$ cat src/rtl/ring_osc_freq_counter.sv
// ring_osc_freq_counter
//   Measurement stage for a ring oscillator. The block enables the oscillator,
//   waits SETTLE_CYCLES clocks, and then counts rising edges of the
//   resynchronised tap over GATE_CYCLES clocks. The result is a frequency
//   code: f_osc ~= oCount * f_clk / GATE_CYCLES. The tap must be divided
//   upstream so that f_osc < f_clk/4.
//
//   Optional build macro RING_FREQ_CONTINUOUS_EN:
//     When this macro is defined and iStart is high in the final gate cycle,
//     the block starts the next gate window immediately. It does not settle
//     again, and oEnable and oBusy stay high.
//
// Ports:
//   iClk       in   system clock, rising edge
//   iReset_n   in   asynchronous active-low reset (released through 2-FF sync)
//   iStart     in   start request (sampled in IDLE, or at the last gate
//                   cycle in continuous mode)
//   iRingOsc   in   oscillator tap, asynchronous to iClk
//   oEnable    out  ring oscillator enable
//   oCount     out  last measured edge count, held until the next result
//   oValid     out  one-cycle pulse when oCount/oOverflow update
//   oBusy      out  high from an accepted start until the result cycle
//   oOverflow  out  last measurement saturated

module ring_osc_freq_counter #(
    parameter int GATE_CYCLES   = 1000,
    parameter int SETTLE_CYCLES = 8,
    parameter int CNT_W         = 16
) (
    input  logic             iClk,
    input  logic             iReset_n,
    input  logic             iStart,
    input  logic             iRingOsc,
    output logic             oEnable,
    output logic [CNT_W-1:0] oCount,
    output logic             oValid,
    output logic             oBusy,
    output logic             oOverflow
);

    localparam int TMR_MAX = (SETTLE_CYCLES > GATE_CYCLES) ? SETTLE_CYCLES : GATE_CYCLES;
    localparam int TMR_W   = (TMR_MAX > 1) ? $clog2(TMR_MAX) : 1;
    localparam logic [TMR_W-1:0] SETTLE_LAST = TMR_W'(SETTLE_CYCLES - 1);
    localparam logic [TMR_W-1:0] GATE_LAST   = TMR_W'(GATE_CYCLES - 1);

    typedef enum logic [1:0] {IDLE, SETTLE, MEASURE} state_e;

    // Reset is asserted asynchronously and released synchronously.
    logic rst_meta_q, rst_sync_q;

    always_ff @(posedge iClk or negedge iReset_n) begin
        if (!iReset_n) begin
            rst_meta_q <= 1'b0;
            rst_sync_q <= 1'b0;
        end else begin
            rst_meta_q <= 1'b1;
            rst_sync_q <= rst_meta_q;
        end
    end

    // Tap resynchroniser. s3 is one stage behind s2, so s2 & ~s3 marks a
    // rising edge of the tap. The chain runs in every state, and the settle
    // window flushes any stale history before counting starts.
    logic s1_q, s2_q, s3_q;
    logic tap_edge;

    always_ff @(posedge iClk or negedge rst_sync_q) begin
        if (!rst_sync_q) begin
            s1_q <= 1'b0;
            s2_q <= 1'b0;
            s3_q <= 1'b0;
        end else begin
            s1_q <= iRingOsc;
            s2_q <= s1_q;
            s3_q <= s2_q;
        end
    end

    assign tap_edge = s2_q & ~s3_q;

    state_e             state_q, state_d;
    logic [TMR_W-1:0]   timer_q, timer_d;
    logic [CNT_W-1:0]   cnt_q, cnt_d;
    logic               flag_q, flag_d;
    logic               enable_q, enable_d;
    logic               busy_q, busy_d;
    logic               valid_q, valid_d;
    logic [CNT_W-1:0]   count_q, count_d;
    logic               ovf_q, ovf_d;

    // The edge counter and flag values after counting this cycle's edge.
    // The result path uses these values so that an edge in the last gate
    // cycle is counted.
    logic [CNT_W-1:0]   cnt_inc;
    logic               flag_inc;

    always_comb begin
        cnt_inc  = cnt_q;
        flag_inc = flag_q;
        if (tap_edge) begin
            if (&cnt_q) flag_inc = 1'b1;
            else        cnt_inc  = cnt_q + 1'b1;
        end
    end

    always_comb begin
        state_d  = state_q;
        timer_d  = timer_q;
        cnt_d    = cnt_q;
        flag_d   = flag_q;
        enable_d = enable_q;
        busy_d   = busy_q;
        valid_d  = 1'b0;
        count_d  = count_q;
        ovf_d    = ovf_q;
        case (state_q)
            IDLE: begin
                if (iStart) begin
                    state_d  = SETTLE;
                    timer_d  = '0;
                    cnt_d    = '0;
                    flag_d   = 1'b0;
                    enable_d = 1'b1;
                    busy_d   = 1'b1;
                end
            end
            SETTLE: begin
                if (timer_q == SETTLE_LAST) begin
                    state_d = MEASURE;
                    timer_d = '0;
                end else begin
                    timer_d = timer_q + 1'b1;
                end
            end
            MEASURE: begin
                cnt_d   = cnt_inc;
                flag_d  = flag_inc;
                timer_d = timer_q + 1'b1;
                if (timer_q == GATE_LAST) begin
                    valid_d = 1'b1;
                    count_d = cnt_inc;
                    ovf_d   = flag_inc;
                    timer_d = '0;
`ifdef RING_FREQ_CONTINUOUS_EN
                    if (iStart) begin
                        // Next window starts immediately. The oscillator is
                        // already running, so no settle is needed.
                        cnt_d  = '0;
                        flag_d = 1'b0;
                    end else begin
                        state_d  = IDLE;
                        enable_d = 1'b0;
                        busy_d   = 1'b0;
                    end
`else
                    state_d  = IDLE;
                    enable_d = 1'b0;
                    busy_d   = 1'b0;
`endif
                end
            end
            default: begin
                state_d  = IDLE;
                enable_d = 1'b0;
                busy_d   = 1'b0;
            end
        endcase
    end

    always_ff @(posedge iClk or negedge rst_sync_q) begin
        if (!rst_sync_q) begin
            state_q  <= IDLE;
            timer_q  <= '0;
            cnt_q    <= '0;
            flag_q   <= 1'b0;
            enable_q <= 1'b0;
            busy_q   <= 1'b0;
            valid_q  <= 1'b0;
            count_q  <= '0;
            ovf_q    <= 1'b0;
        end else begin
            state_q  <= state_d;
            timer_q  <= timer_d;
            cnt_q    <= cnt_d;
            flag_q   <= flag_d;
            enable_q <= enable_d;
            busy_q   <= busy_d;
            valid_q  <= valid_d;
            count_q  <= count_d;
            ovf_q    <= ovf_d;
        end
    end

    assign oEnable   = enable_q;
    assign oCount    = count_q;
    assign oValid    = valid_q;
    assign oBusy     = busy_q;
    assign oOverflow = ovf_q;

endmodule

$ cat config.mk
export PLATFORM = sky130hd
export DESIGN_NAME = ring_osc_freq_counter
export DESIGN_NICKNAME = d
export VERILOG_FILES = /design/src/rtl/ring_osc_freq_counter.sv
export SDC_FILE = /design/constraint.sdc
export NUM_CORES = 1
export LEC_CHECK = 0
export CORE_MARGIN = 4
export CORE_UTILIZATION = 40
export CTS_CLUSTER_SIZE = 40
export DETAILED_ROUTE_END_ITERATION = 8
export PLACE_DENSITY = 0.66
export REMOVE_ABC_BUFFERS = 1
export SYNTH_ARGS = -nofsm -noshare
export SYNTH_HDL_FRONTEND = slang
export SYNTH_SLANG_ARGS = --single-unit
$ cat constraint.sdc
create_clock -name iClk -period 3 [get_ports iClk]
set_clock_uncertainty 0.1 [all_clocks]
set_input_delay 0.6 -clock iClk [delete_from_list [all_inputs] [get_ports iClk]]
set_output_delay 0.6 -clock iClk [all_outputs]
set_load 0.02 [all_outputs]
==> flow_summary.yaml <==
routing:
  drt-pass1-iter-count: 4
  vias: 2192
  ant_nets: 0
  via_per_inst: 5.31
  wl_mm: 5.66
  drc: 0
  first_iter_violations: 162
  routedWlPerCell_um: 13.7
cells_and_area:
  syn_to_final_growth_pct: 13.7
  fin_nets: 326
  final_util_pct: 47.4
  final_layout_size_suffix_gt1_share_pct: 11.0
  antenna-diode-count: 0
worst_setup_path:
  critPathCapture: "oCount[14]"
  path_depth: 6
  r2r_slack_ps: 860
  worst-path-max-fanout: 8
  reg2reg_depth: 6
  crit_family: "simple AND/OR/NAND/NOR gates"
  critical_path_buf_inv_count: 0
  endpoint_kind: "flop"
  crit_slowest_cell: "dfrtp_1"
  required_ps: 3080
  reg2reg_to: "oCount[14]"
  cp.arrival_ps: 2220
  critPathKind: "reg2reg"
  critPathLaunch: "cnt_q[0]"
  cp-start-kind: "flop"
  cp_cell_sequence: "ha_1 > and3_1 > nand2_2 > nor3_2 > mux2i_1 > o21ai_0"
  critPathMaxStageDelay_ps: 430
  regToRegStartpoint: "cnt_q[0]"
sta:
  setup_tns_ps: 0
  final-hold-violation-count: 0
  max-slew-margin-rel_pct: 55.3
  slew_viol_final: 0
  worst_pin_slew_ps: 668
  layout_min_cycle_time_ps: 2140
  rsz0062_at_grt: "no"
  fin_crit_sh_pct: 71.4
  fmax_mhz: 467
  finalSetupViolCount: 0
synth:
  yosys.area.top_type_share_pct: 46.3
  synthCells: 294
  synth_warnings: 0
  synth.ff_latch_count: 53
  synth_area_um2: 2870
  avgSynthCellArea_um2: 9.75
  yosysTopAreaCell: "dfrtp_1"
  ys_async_sr_fraction_pct: 100
  synth-main-ff-cell: "dfrtp_1"
  ys_top_cells_by_area: "dfrtp_1 (46%), nand2_1 (4.6%), a21oi_1 (4.5%), o21ai_0 (4.0%), ha_1 (2.6%)"
  synth_edf_count: 0
  seq_area_frac_synth_pct: 46.3
  ys_types: 60
clock_network:
  clkSlewWorstSetupHoldPaths_ps: 100
  clk-insertion-delay-late_ps: 310
  cts_root_buf: "clkbuf_8"
  cts_buffers: 5
  clock-sinks: 53
  cts_hold_buf: 0
  cts_setup_buffers: 0
  clock_path_buffers: 2
  htreeDepth: 2
  cts_resized: 0
  cts_tree: "done"
floorplanning:
  die_width_um: 92.6
  dieArea_um2: 8580
  start_util_pct: 41.7
  num_io_pins: 24
  rows: 30
  die_h_um: 92.6
  core_um2: 6870
global_routing:
  grt_pass1_wl_mm: 9.54
  overflow: 0
  antenna_found_initial: 0
  grt_max_degree: 33
  grt_use_total_pct: 13.6
  grt_pass1_vias: 1968
min_path:
  hp-class: "reg2async"
pwr:
  p_per_area_nw_per_um2: 548
  swShare_pct: 36.8
  intPower_mw: 1.13
  power_frac_seq_pct: 44.6
  power.switching_mw: 0.656
  p_clk_share_pct: 22.1
  p_leak_nw: 1.33
  pwr-share-comb_pct: 33.3
  vdd_ir_drop_max_mv: 0.568
placed_design:
  gp_congestion: 0.830
  dp_hpwl_mm: 4.09
  port_buffers: 23
job:
  maxCapViolCount: 0
status:
  status: "completed"
==> per-layer routing <==
metal  track usage [%]  share of wire [%]
met1              20.1                 50
met2              20.2                 45
met3              2.92                4.0
met4              3.42               0.90
met5                 0                  0
==> cells by family after synthesis <==
logic type                 count (synthesis)  synth area share [%]
AOI/OAI and AO/OA                         88                  20.0
muxes                                      5                  1.83
adders and majority gates                  6                  2.62
and+or+nand+nor                          111                  22.4
buffers and inverters                     20                  3.71
other                                      1                 0.131
DFF                                       53                  46.3
xor gates and xnor gates                  10                  3.06
==> cell usage after synthesis (all sizes together) (2+ instances only) <==
library cell   n
dfrtp         53
nand2         37
o21ai         34
a21oi         26
nor2          15
nand3         13
buf            8
inv            8
and4           7
nand2b         7
ha             6
a31oi          5
and3           5
nor3           5
or3            5
xnor2          5
xor2           5
clkbuf         4
nand4          4
o2bb2ai        4
and2           3
mux2i          3
nor4           3
a21o           2
a22oi          2
mux2           2
nor2b          2
o2111ai        2
o31a           2
==> final cells by class <==
type / instances / area [um2]
tap: 96 / 120
multi-input combinational: 221 / 1430
clock inverter: 3 / 17.5
clock buffer: 5 / 68.8
inverter: 8 / 30.0
fill: 653 / 3610
timing repair buffer: 27 / 260
sequential: 53 / 1330
==> per-stage QoR <==
step / instance area (um2) / worst slack, ps / std cells / hold WS [ps] / power (mW)
2_1_floorplan: 2790 / 691 / 282 / 204 / 1.22
3_3_place_gp: 3170 / 638 / 405 / 147 / 1.38
3_5_place_dp: 3170 / 573 / 405 / 147 / 1.40
4_1_cts: 3260 / 869 / 413 / 154 / 1.80
5_1_grt: 3260 / 709 / 413 / 176 / 1.90
6_report: 3260 / 858 / 413 / 131 / 1.79
==> worst min-delay path by stage <==
stage / startpoint / to / slack (ps)
2_1_floorplan: iReset_n / rst_meta_q / 200
3_3_place_gp: rst_sync_q / oCount[3] / 150
3_5_place_dp: rst_sync_q / oCount[3] / 150
4_1_cts: rst_sync_q / oCount[3] / 150
5_1_grt: rst_sync_q / oCount[3] / 180
6_report: rst_sync_q / cnt_q[3] / 130
==> cells in the final DEF, fill, tap and decap left out, types with 2 or more instances in the layout <==
cell type,n
dfrtp_1,52
nand2_1,35
a21oi_1,26
o21ai_0,23
clkdlybuf4s50_1,23
nor2_1,13
nand3_1,11
o21ai_1,11
inv_1,8
nand2b_1,7
ha_1,6
xor2_1,5
a31oi_1,5
or3_1,5
xnor2_1,5
clkbuf_8,5
and4_1,4
o2bb2ai_1,4
buf_4,4
nand4_1,3
nor4_1,3
and3_1,3
and2_1,3
nor3_1,3
mux2i_1,3
nand3_2,2
a22oi_1,2
and4_4,2
nor2b_1,2
and3_2,2
nor2_2,2
o2111ai_1,2
o31a_1,2
a21o_1,2
mux2_2,2
clkinv_2,2
==> power groups by stage <==
stage	sequential [mW]	clock [mW]	combinational, mW
after floorplan	0.823	0	0.396
after global placement	0.809	0	0.574
after detailed placement	0.811	0	0.591
after CTS	0.797	0.410	0.594
after global routing	0.805	0.436	0.661
final	0.797	0.394	0.595
==> sequential cells by signal (all words and copies together) (netlist names), 2 cells and up <==
signal   count
timer_q     10
state_q      2
cnt_q       16
oCount      16
(Power assumes the default switching activity.)
